File: config.mk
export PLATFORM = sky130hd
export DESIGN_NAME = auth_verifier
export DESIGN_NICKNAME = d
export VERILOG_FILES = /design/src/rtl/auth_pkg.sv /design/src/rtl/auth_verifier_sync_edge.sv /design/src/rtl/auth_verifier.sv
export SDC_FILE = /design/constraint.sdc
export NUM_CORES = 1
export LEC_CHECK = 0
export CORE_ASPECT_RATIO = 1.75
export CORE_UTILIZATION = 40
export CTS_BUF_LIST = sky130_fd_sc_hd__clkbuf_16
export DETAILED_ROUTE_END_ITERATION = 8
export PLACE_DENSITY = 0.66
export SLEW_MARGIN = 20
export SYNTH_ARGS = -nofsm -noshare
export SYNTH_HDL_FRONTEND = slang
export SYNTH_SLANG_ARGS = --single-unit
File: constraint.sdc
create_clock -name clk -period 3.1 [get_ports clk]
set_input_delay 0.62 -clock clk [delete_from_list [all_inputs] [get_ports clk]]
set_output_delay 0.62 -clock clk [all_outputs]
set_load 0.02 [all_outputs]
File: src/rtl/auth_pkg.sv
// Shared types and sizing helpers for the OTP authentication verifier.
package auth_pkg;

  localparam int ATTEMPT_W = 2;

  typedef enum logic [2:0] {
    IDLE    = 3'd0,
    ARMED   = 3'd1,
    GRANTED = 3'd2,
    DENIED  = 3'd3,
    LOCKED  = 3'd4
  } state_t;

  // Counter width for a countdown that loads value-1; never narrower than one bit.
  function automatic int cnt_w(input int cycles);
    return (cycles < 2) ? 1 : $clog2(cycles);
  endfunction

endpackage

File: src/rtl/auth_verifier_sync_edge.sv
// Two-flop synchronizer for a raw button followed by a single-cycle rising-edge pulse.
module sync_edge (
  input  logic clk,
  input  logic reset,
  input  logic din,
  output logic pulse
);

  logic s1, s2, s3;

  always_ff @(posedge clk) begin
    if (reset) begin
      s1 <= 1'b0;
      s2 <= 1'b0;
      s3 <= 1'b0;
    end else begin
      s1 <= din;
      s2 <= s1;
      s3 <= s2;
    end
  end

  assign pulse = s2 & ~s3;

endmodule

File: src/rtl/auth_verifier.sv
// Judges user-entered nibbles against a captured single-use OTP with attempt limit,
// validity timeout and lockout; all status outputs are registered.
module auth_verifier
  import auth_pkg::*;
#(
  parameter int MAX_ATTEMPTS   = 3,
  parameter int TIMEOUT_CYCLES = 50_000_000,
  parameter int RESULT_HOLD    = 25_000_000,
  parameter int LOCK_CYCLES    = 250_000_000
) (
  input  logic                 clk,
  input  logic                 reset,
  input  logic [3:0]           otp_value,
  input  logic                 otp_latch,
  input  logic [3:0]           user_in,
  input  logic                 user_latch,
  output logic                 grant,
  output logic                 deny,
  output logic                 locked,
  output logic                 expired,
  output logic [ATTEMPT_W-1:0] attempts_left,
  output logic [2:0]           state_code
);

  localparam int TW       = cnt_w(TIMEOUT_CYCLES);
  localparam int HOLD_MAX = (RESULT_HOLD > LOCK_CYCLES) ? RESULT_HOLD : LOCK_CYCLES;
  localparam int HW       = cnt_w(HOLD_MAX);

  localparam logic [TW-1:0]        TIMER_LOAD   = TW'(TIMEOUT_CYCLES - 1);
  localparam logic [HW-1:0]        RESULT_LOAD  = HW'(RESULT_HOLD - 1);
  localparam logic [HW-1:0]        LOCK_LOAD    = HW'(LOCK_CYCLES - 1);
  localparam logic [ATTEMPT_W-1:0] ATTEMPT_LOAD = ATTEMPT_W'(MAX_ATTEMPTS);

  logic otp_pulse, user_pulse;
  logic [3:0] user_s1, user_s2;

  state_t                state, state_n;
  logic [3:0]            otp_reg, otp_n;
  logic [ATTEMPT_W-1:0]  attempts, attempts_n;
  logic [TW-1:0]         timer, timer_n;
  logic [HW-1:0]         hold, hold_n;
  logic                  expired_n;

  sync_edge u_otp_sync (
    .clk   (clk),
    .reset (reset),
    .din   (otp_latch),
    .pulse (otp_pulse)
  );

  sync_edge u_user_sync (
    .clk   (clk),
    .reset (reset),
    .din   (user_latch),
    .pulse (user_pulse)
  );

  always_comb begin
    state_n    = state;
    otp_n      = otp_reg;
    attempts_n = attempts;
    timer_n    = timer;
    hold_n     = hold;
    expired_n  = 1'b0;
    case (state)
      IDLE: begin
        if (otp_pulse) begin
          otp_n      = otp_value;
          attempts_n = ATTEMPT_LOAD;
          timer_n    = TIMER_LOAD;
          state_n    = ARMED;
        end
      end
      ARMED: begin
        if (user_pulse) begin
          if (user_s2 == otp_reg) begin
            otp_n      = '0;
            attempts_n = '0;
            timer_n    = '0;
            hold_n     = RESULT_LOAD;
            state_n    = GRANTED;
          end else if (attempts > ATTEMPT_W'(1)) begin
            attempts_n = attempts - 1'b1;
            hold_n     = RESULT_LOAD;
            state_n    = DENIED;
            if (timer != '0) timer_n = timer - 1'b1;
          end else begin
            otp_n      = '0;
            attempts_n = '0;
            timer_n    = '0;
            hold_n     = LOCK_LOAD;
            state_n    = LOCKED;
          end
        end else if (timer == '0) begin
          expired_n  = 1'b1;
          otp_n      = '0;
          attempts_n = '0;
          state_n    = IDLE;
        end else if (otp_pulse) begin
          otp_n      = otp_value;
          attempts_n = ATTEMPT_LOAD;
          timer_n    = TIMER_LOAD;
        end else begin
          timer_n = timer - 1'b1;
        end
      end
      DENIED: begin
        // The OTP validity window keeps running while the denial is shown.
        if (timer == '0) begin
          expired_n  = 1'b1;
          otp_n      = '0;
          attempts_n = '0;
          hold_n     = '0;
          state_n    = IDLE;
        end else begin
          timer_n = timer - 1'b1;
          if (hold == '0) state_n = ARMED;
          else            hold_n  = hold - 1'b1;
        end
      end
      GRANTED, LOCKED: begin
        if (hold == '0) state_n = IDLE;
        else            hold_n  = hold - 1'b1;
      end
      default: state_n = IDLE;
    endcase
  end

  always_ff @(posedge clk) begin
    if (reset) begin
      user_s1       <= '0;
      user_s2       <= '0;
      state         <= IDLE;
      otp_reg       <= '0;
      attempts      <= '0;
      timer         <= '0;
      hold          <= '0;
      grant         <= 1'b0;
      deny          <= 1'b0;
      locked        <= 1'b0;
      expired       <= 1'b0;
      attempts_left <= '0;
    end else begin
      user_s1       <= user_in;
      user_s2       <= user_s1;
      state         <= state_n;
      otp_reg       <= otp_n;
      attempts      <= attempts_n;
      timer         <= timer_n;
      hold          <= hold_n;
      grant         <= (state_n == GRANTED);
      deny          <= (state_n == DENIED);
      locked        <= (state_n == LOCKED);
      expired       <= expired_n;
      attempts_left <= ((state_n == ARMED) || (state_n == DENIED)) ? attempts_n : '0;
    end
  end

  assign state_code = state;

endmodule

Word-level counts from Yosys, hierarchy flattened
Index checks and enable logic that the tools add are counted.
{"block": "totals", "ff_bits": 83, "latch_bits": 0, "ram_bits": 0, "romBits": 0, "in_bits": 12, "output_inout_bits": 9, "wordCells": 96, "mem_count": 0}
{"block": "op_classes", "addsub": 3, "multipliers": 0, "n_div": 0, "order_cmp": 1, "eq_ne": 16, "n_shift": 0, "muxes": 41, "bitwise_logic": 5, "n_reduce_logical": 12}
{"op": "26-bit two-way mux", "count": 8}
{"op": "28-bit two-way mux", "count": 5}
{"op": "28-bit case mux with 3 select lines", "count": 1}
{"op": "26-bit case mux with 3 select lines", "count": 1}
{"op": "28-bit zero test", "count": 1}
{"op": "28-bit by 1-bit subtractor with 28-bit output, second input constant", "count": 1}
{"op": "26-bit zero test", "count": 1}
{"op": "26-bit nonzero test", "count": 1}
{"op": "26-bit by 1-bit subtractor with 26-bit output, second input constant", "count": 1}
{"op": "3-bit two-way mux", "count": 8}
{"op": "4-bit two-way mux", "count": 6}
{"op": "3-bit by 2-bit equality test with 1-bit output, second input constant", "count": 4}
{"op": "2-bit two-way mux", "count": 6}
{"op": "3-bit case mux with 4 select lines", "count": 1}
{"op": "4-bit case mux with 3 select lines", "count": 1}
{"op": "3-bit by 1-bit equality test with 1-bit output, second input constant", "count": 2}
{"op": "3-bit equality test, second input constant", "count": 2}
{"op": "2-bit != test, second input constant", "count": 3}
{"op": "2-bit case mux with 3 select lines", "count": 1}
{"op": "3-bit nonzero test", "count": 2}
{"op": "5-bit != test, second input constant", "count": 1}
{"op": "5-bit AND reduction", "count": 1}
{"op": "4-bit equality test", "count": 1}
{"op": "4-bit != test, second input constant", "count": 1}
{"op": "other kinds (13)", "count": 18}

Depth between registers and ports, before layout
{"block": "depth", "depth_word": 9, "ltp_mapped": 8, "depth_no_buf": 8}

Modules after synthesis
Synthesis repeated with hierarchy kept, for this count alone.
{"block": "hier_totals", "hier_cells": 513, "hier_area_um2": 4229.1}
{"module": "auth_verifier", "n_inst": 1, "cells_per_inst": 499, "area_per_inst_um2": 4053.9, "seq_area_each_um2": 1541.5}
{"module": "sync_edge", "n_inst": 2, "cells_per_inst": 7, "area_per_inst_um2": 87.6, "seq_area_each_um2": 60.1}

Least setup slack after synthesis
No wires, ideal clock.
{"block": "synth_timing", "path_type": "register to register", "from": "register timer[0]", "to": "register timer[24]", "setup_ps": 130, "t_arrival_ps": 2098, "required_ps": 2970, "slack_ps": 871, "path_stages_with_launch": 9, "n_path_buf": 0, "synth_period_minus_slack_ps": 2229, "path_cell_list": "dfxtp_1 -> inv_1 -> ha_1 -> or3b_2 -> nor4_1 -> nand3_1 -> o31ai_1 -> a211o_1 -> o41ai_1"}
{"block": "synth_between", "elab_chain_len": 6}
{"item": "from (decl)", "line_no": "auth_verifier.sv:40", "source": "logic [TW-1:0] timer, timer_n;"}
{"item": "from (signal assigned)", "line_no": "auth_verifier.sv:149", "source": "timer <= timer_n;"}
{"item": "26-bit by 1-bit subtractor with 26-bit output", "line_no": "auth_verifier.sv:86, auth_verifier.sv:104, auth_verifier.sv:116"}
{"item": "26-bit two-way mux", "line_no": "auth_verifier.sv:86", "source": "if (timer != '0) timer_n = timer - 1'b1;"}
{"item": "26-bit two-way mux", "line_no": "auth_verifier.sv:82", "source": "end else if (attempts > ATTEMPT_W'(1)) begin"}
{"item": "26-bit two-way mux", "line_no": "auth_verifier.sv:76", "source": "if (user_s2 == otp_reg) begin"}
{"item": "26-bit two-way mux", "line_no": "auth_verifier.sv:75", "source": "if (user_pulse) begin"}
{"item": "26-bit case mux with 3 select lines", "line_no": "auth_verifier.sv:65", "source": "case (state)"}
Several ways; a longest one is shown, not always the timed one. The select of a mux whose other input is x is not followed.
A chain may end at the register's enable or synchronous reset.

Worst setup path after layout
{"block": "layout_timing", "from": "register timer[14]", "to": "register timer[9]"}
{"block": "layout_between", "elab_chain_len": 3}
{"item": "26-bit nonzero test / 26-bit zero test (equally long branches)", "line_no": "auth_verifier.sv:86, auth_verifier.sv:94, auth_verifier.sv:109"}
{"item": "5-bit != test (no source line), or another cell as far along"}
{"item": "5-bit AND reduction (no source line) *"}
Mark *: on every way between the ends. The rest lies on a longest branch, timed or not.

==> metrics.yaml <==
status: "finished clean"
synthAdderAreaFrac: 0.00878
synth_edf_count: 0
dpl.hpwl_mm: 9.04
clock_skew_ps: 14.0
port-buffer-count: 20
ys_seq_area_frac: 0.389
rsz0062_at_grt: "no"
rows: 49
r2r-start: "timer[14]"
utilization: 0.476
drt-initial-drc-count: 283
avgSynthCellArea_um2: 8.03
coreArea_mm2: 0.0104
final_cell_mix: "83 x dfxtp_1, 56 x a21oi_1, 45 x nor2_1"
crit_chain: "nor4_4 -> nand4_1 -> nor4_1 -> a21o_1 -> a21oi_1 -> o32ai_1"
p_int_w: 0.00189
grt-ovfl-total: 0
dr.pass1.iters: 5
vias_per_cell: 6.20
switching_share: 0.331
tritoncts: "built"
netlist_area_mm2: 0.00427
worstPathArrival_ps: 2770
drcViolationCount: 0
synth_simple_gate_area_share: 0.303
path_buf_inv: 0
clk_latency_ps: 350
drive_gt1_frac: 0.0844
num-nets-final: 567
synth_mux_area_frac: 0.0117
dpl-instance-area_mm2: 0.00464
slew_violations: 0
powerDensity_mw_per_mm2: 573
max-slew-margin-rel: 0.448
final_common_cell: "dfxtp_1"
cp_max_fo: 15
synth-main-ff-cell: "dfxtp_1"
die_w_um: 80.1
clock.fmax_mhz: 397
grt_max_degree: 25
cts.path.max_buffers: 2
pwr-share-clk: 0.378
start_util: 0.413
post_cts_buffers: 0
die-area_mm2: 0.0111
fin_area_mm2: 0.00493
cts_sinks: 83
grt_pass1_wl_mm: 20.3
cts_buffers: 9
finalSetupViolCount: 0
die_h_um: 139
leakage_nw: 1.83
largest_reg_flops: 28
cp_top_family: "simple AND/OR/NAND/NOR gates"
synth_xor_area_frac: 0.0102
yosys_warnings: 0
grt_usage: 0.235
min_to: "u_otp_sync.s2"
hold_viol: 0
crit_required_ps: 3350
synth_seq_cells: 83
crit_path_start_kind: "register"
synth_compound_area_frac: 0.239
dp_cells: 668
largest-register: "hold"
r2r-end: "timer[9]"
critPathMaxStageDelay_ps: 490
tns_ps: 0
cts-root-buf: "clkbuf_16"
p_switching_w: 0.000935
syn_inst: 532
reg2reg_depth: 6
fillCellCount: 1021
r2r_slack_ps: 580
holdCritStartpoint: "u_otp_sync.s1"
first_global_vias: 4320
synthArstFlopShare: 0
worst_slew_pin_slew_ps: 818
comb_power_share: 0.210
top_regs: "hold x28, timer x26"
wl_mm: 12.3
max-cap-violations: 0
hold-path-cell-count: 1
antenna_found_initial: 0
instances_no_fill: 684
final_antenna_net_count: 0
syn_nets: 547
crit_path_end_kind: "register"
hold_buffers: 0
fin_crit_ps: 2520
ctsResizeCount: 0
min_period_over_period: 0.812
num_antenna_cells: 0
min_path_type: "reg -> reg"
htree_num_levels: 3
via_count: 4240
ir_worst_vdd_uv: 356
critPathKind: "reg -> reg"
cp_slowest_cell: "a21o_1"
power_frac_seq: 0.411
synthToLayoutAreaGrowth_pct: 15.4
cts.reportedPaths.clkPinSlew_ps: 70
ios: 21
wl_per_cell_um: 17.9
fin_ws_ps: 584
synth_top_family_by_area: "simple AND/OR/NAND/NOR gates"
preCtsSetupSlack_ps: 624
yosysUniqueCellTypes: 57
gp_congestion: 0.978
-- power by group through the flow --
stage	logic, W	registers (W)	clock network, W
after floorplan	0.000433	0.00117	0
after global placement	0.000570	0.00118	0
after detailed placement	0.000583	0.00118	0
after CTS	0.000586	0.00116	0.00108
after global routing	0.000657	0.00117	0.00114
final	0.000594	0.00116	0.00107
-- synthesized netlist by cell type (all sizes together) (6+ instances only) --
| cell | count | area share |
|---|---|---|
| nor2 | 45 | 0.040 |
| nor4 | 16 | 0.034 |
| o21ai | 23 | 0.027 |
| a21oi | 56 | 0.066 |
| nor3 | 39 | 0.047 |
| or2 | 6 | 0.0094 |
| nand4 | 10 | 0.015 |
| nand2 | 42 | 0.037 |
| a211oi | 12 | 0.021 |
| nand3 | 18 | 0.022 |
| clkbuf | 22 | 0.019 |
| a31oi | 9 | 0.013 |
| and2 | 9 | 0.013 |
| a311oi | 10 | 0.020 |
| inv | 15 | 0.013 |
| dfxtp | 83 | 0.39 |
| nor2b | 17 | 0.025 |
-- cells by family (layout without fill, tap and decap cells) --
| group | after synthesis | after routing |
|---|---|---|
| muxes | 5 | 5 |
| xor gates and xnor gates | 5 | 5 |
| and+or+nand+nor | 237 | 237 |
| adders and majority gates | 3 | 3 |
| buffers and inverters | 42 | 67 |
| DFF | 83 | 83 |
| AOI/OAI and AO/OA | 157 | 157 |
-- layout make-up --
cell class / instances / area [µm²] / share of cell area
Clock buffer: 9 / 225 / 0.0457
Sequential cell: 83 / 1660 / 0.337
Inverter: 15 / 56.3 / 0.0114
Timing Repair Buffer: 36 / 315 / 0.0639
Multi-Input combinational cell: 407 / 2450 / 0.496
Clock inverter: 7 / 67.6 / 0.0137
Tap cell: 127 / 159 / 0.0322
-- routing by layer --
metal	GRT usage	routed length (µm)
met1	0.239	4460
met2	0.434	6830
met3	0.0368	446
met4	0.136	515
met5	0	0
-- through the flow --
| stage | total power (W) | hold slack, ps |
|---|---|---|
| after global routing | 0.00297 | 458 |
| final | 0.00283 | 441 |
| after floorplan | 0.00161 | 414 |
| after detailed placement | 0.00177 | 426 |
| after CTS | 0.00283 | 443 |
| after global placement | 0.00175 | 419 |
-- worst max path at each step --
stage | startpoint | end | cells past startpoint
2_1_floorplan | timer[0] | timer[24] | 8
3_3_place_gp | timer[14] | timer[9] | 6
3_5_place_dp | timer[14] | timer[9] | 6
4_1_cts | timer[14] | timer[9] | 6
5_1_grt | timer[10] | timer[13] | 6
6_report | timer[14] | timer[9] | 6
No activity file was read; power rests on OpenSTA's default activity.
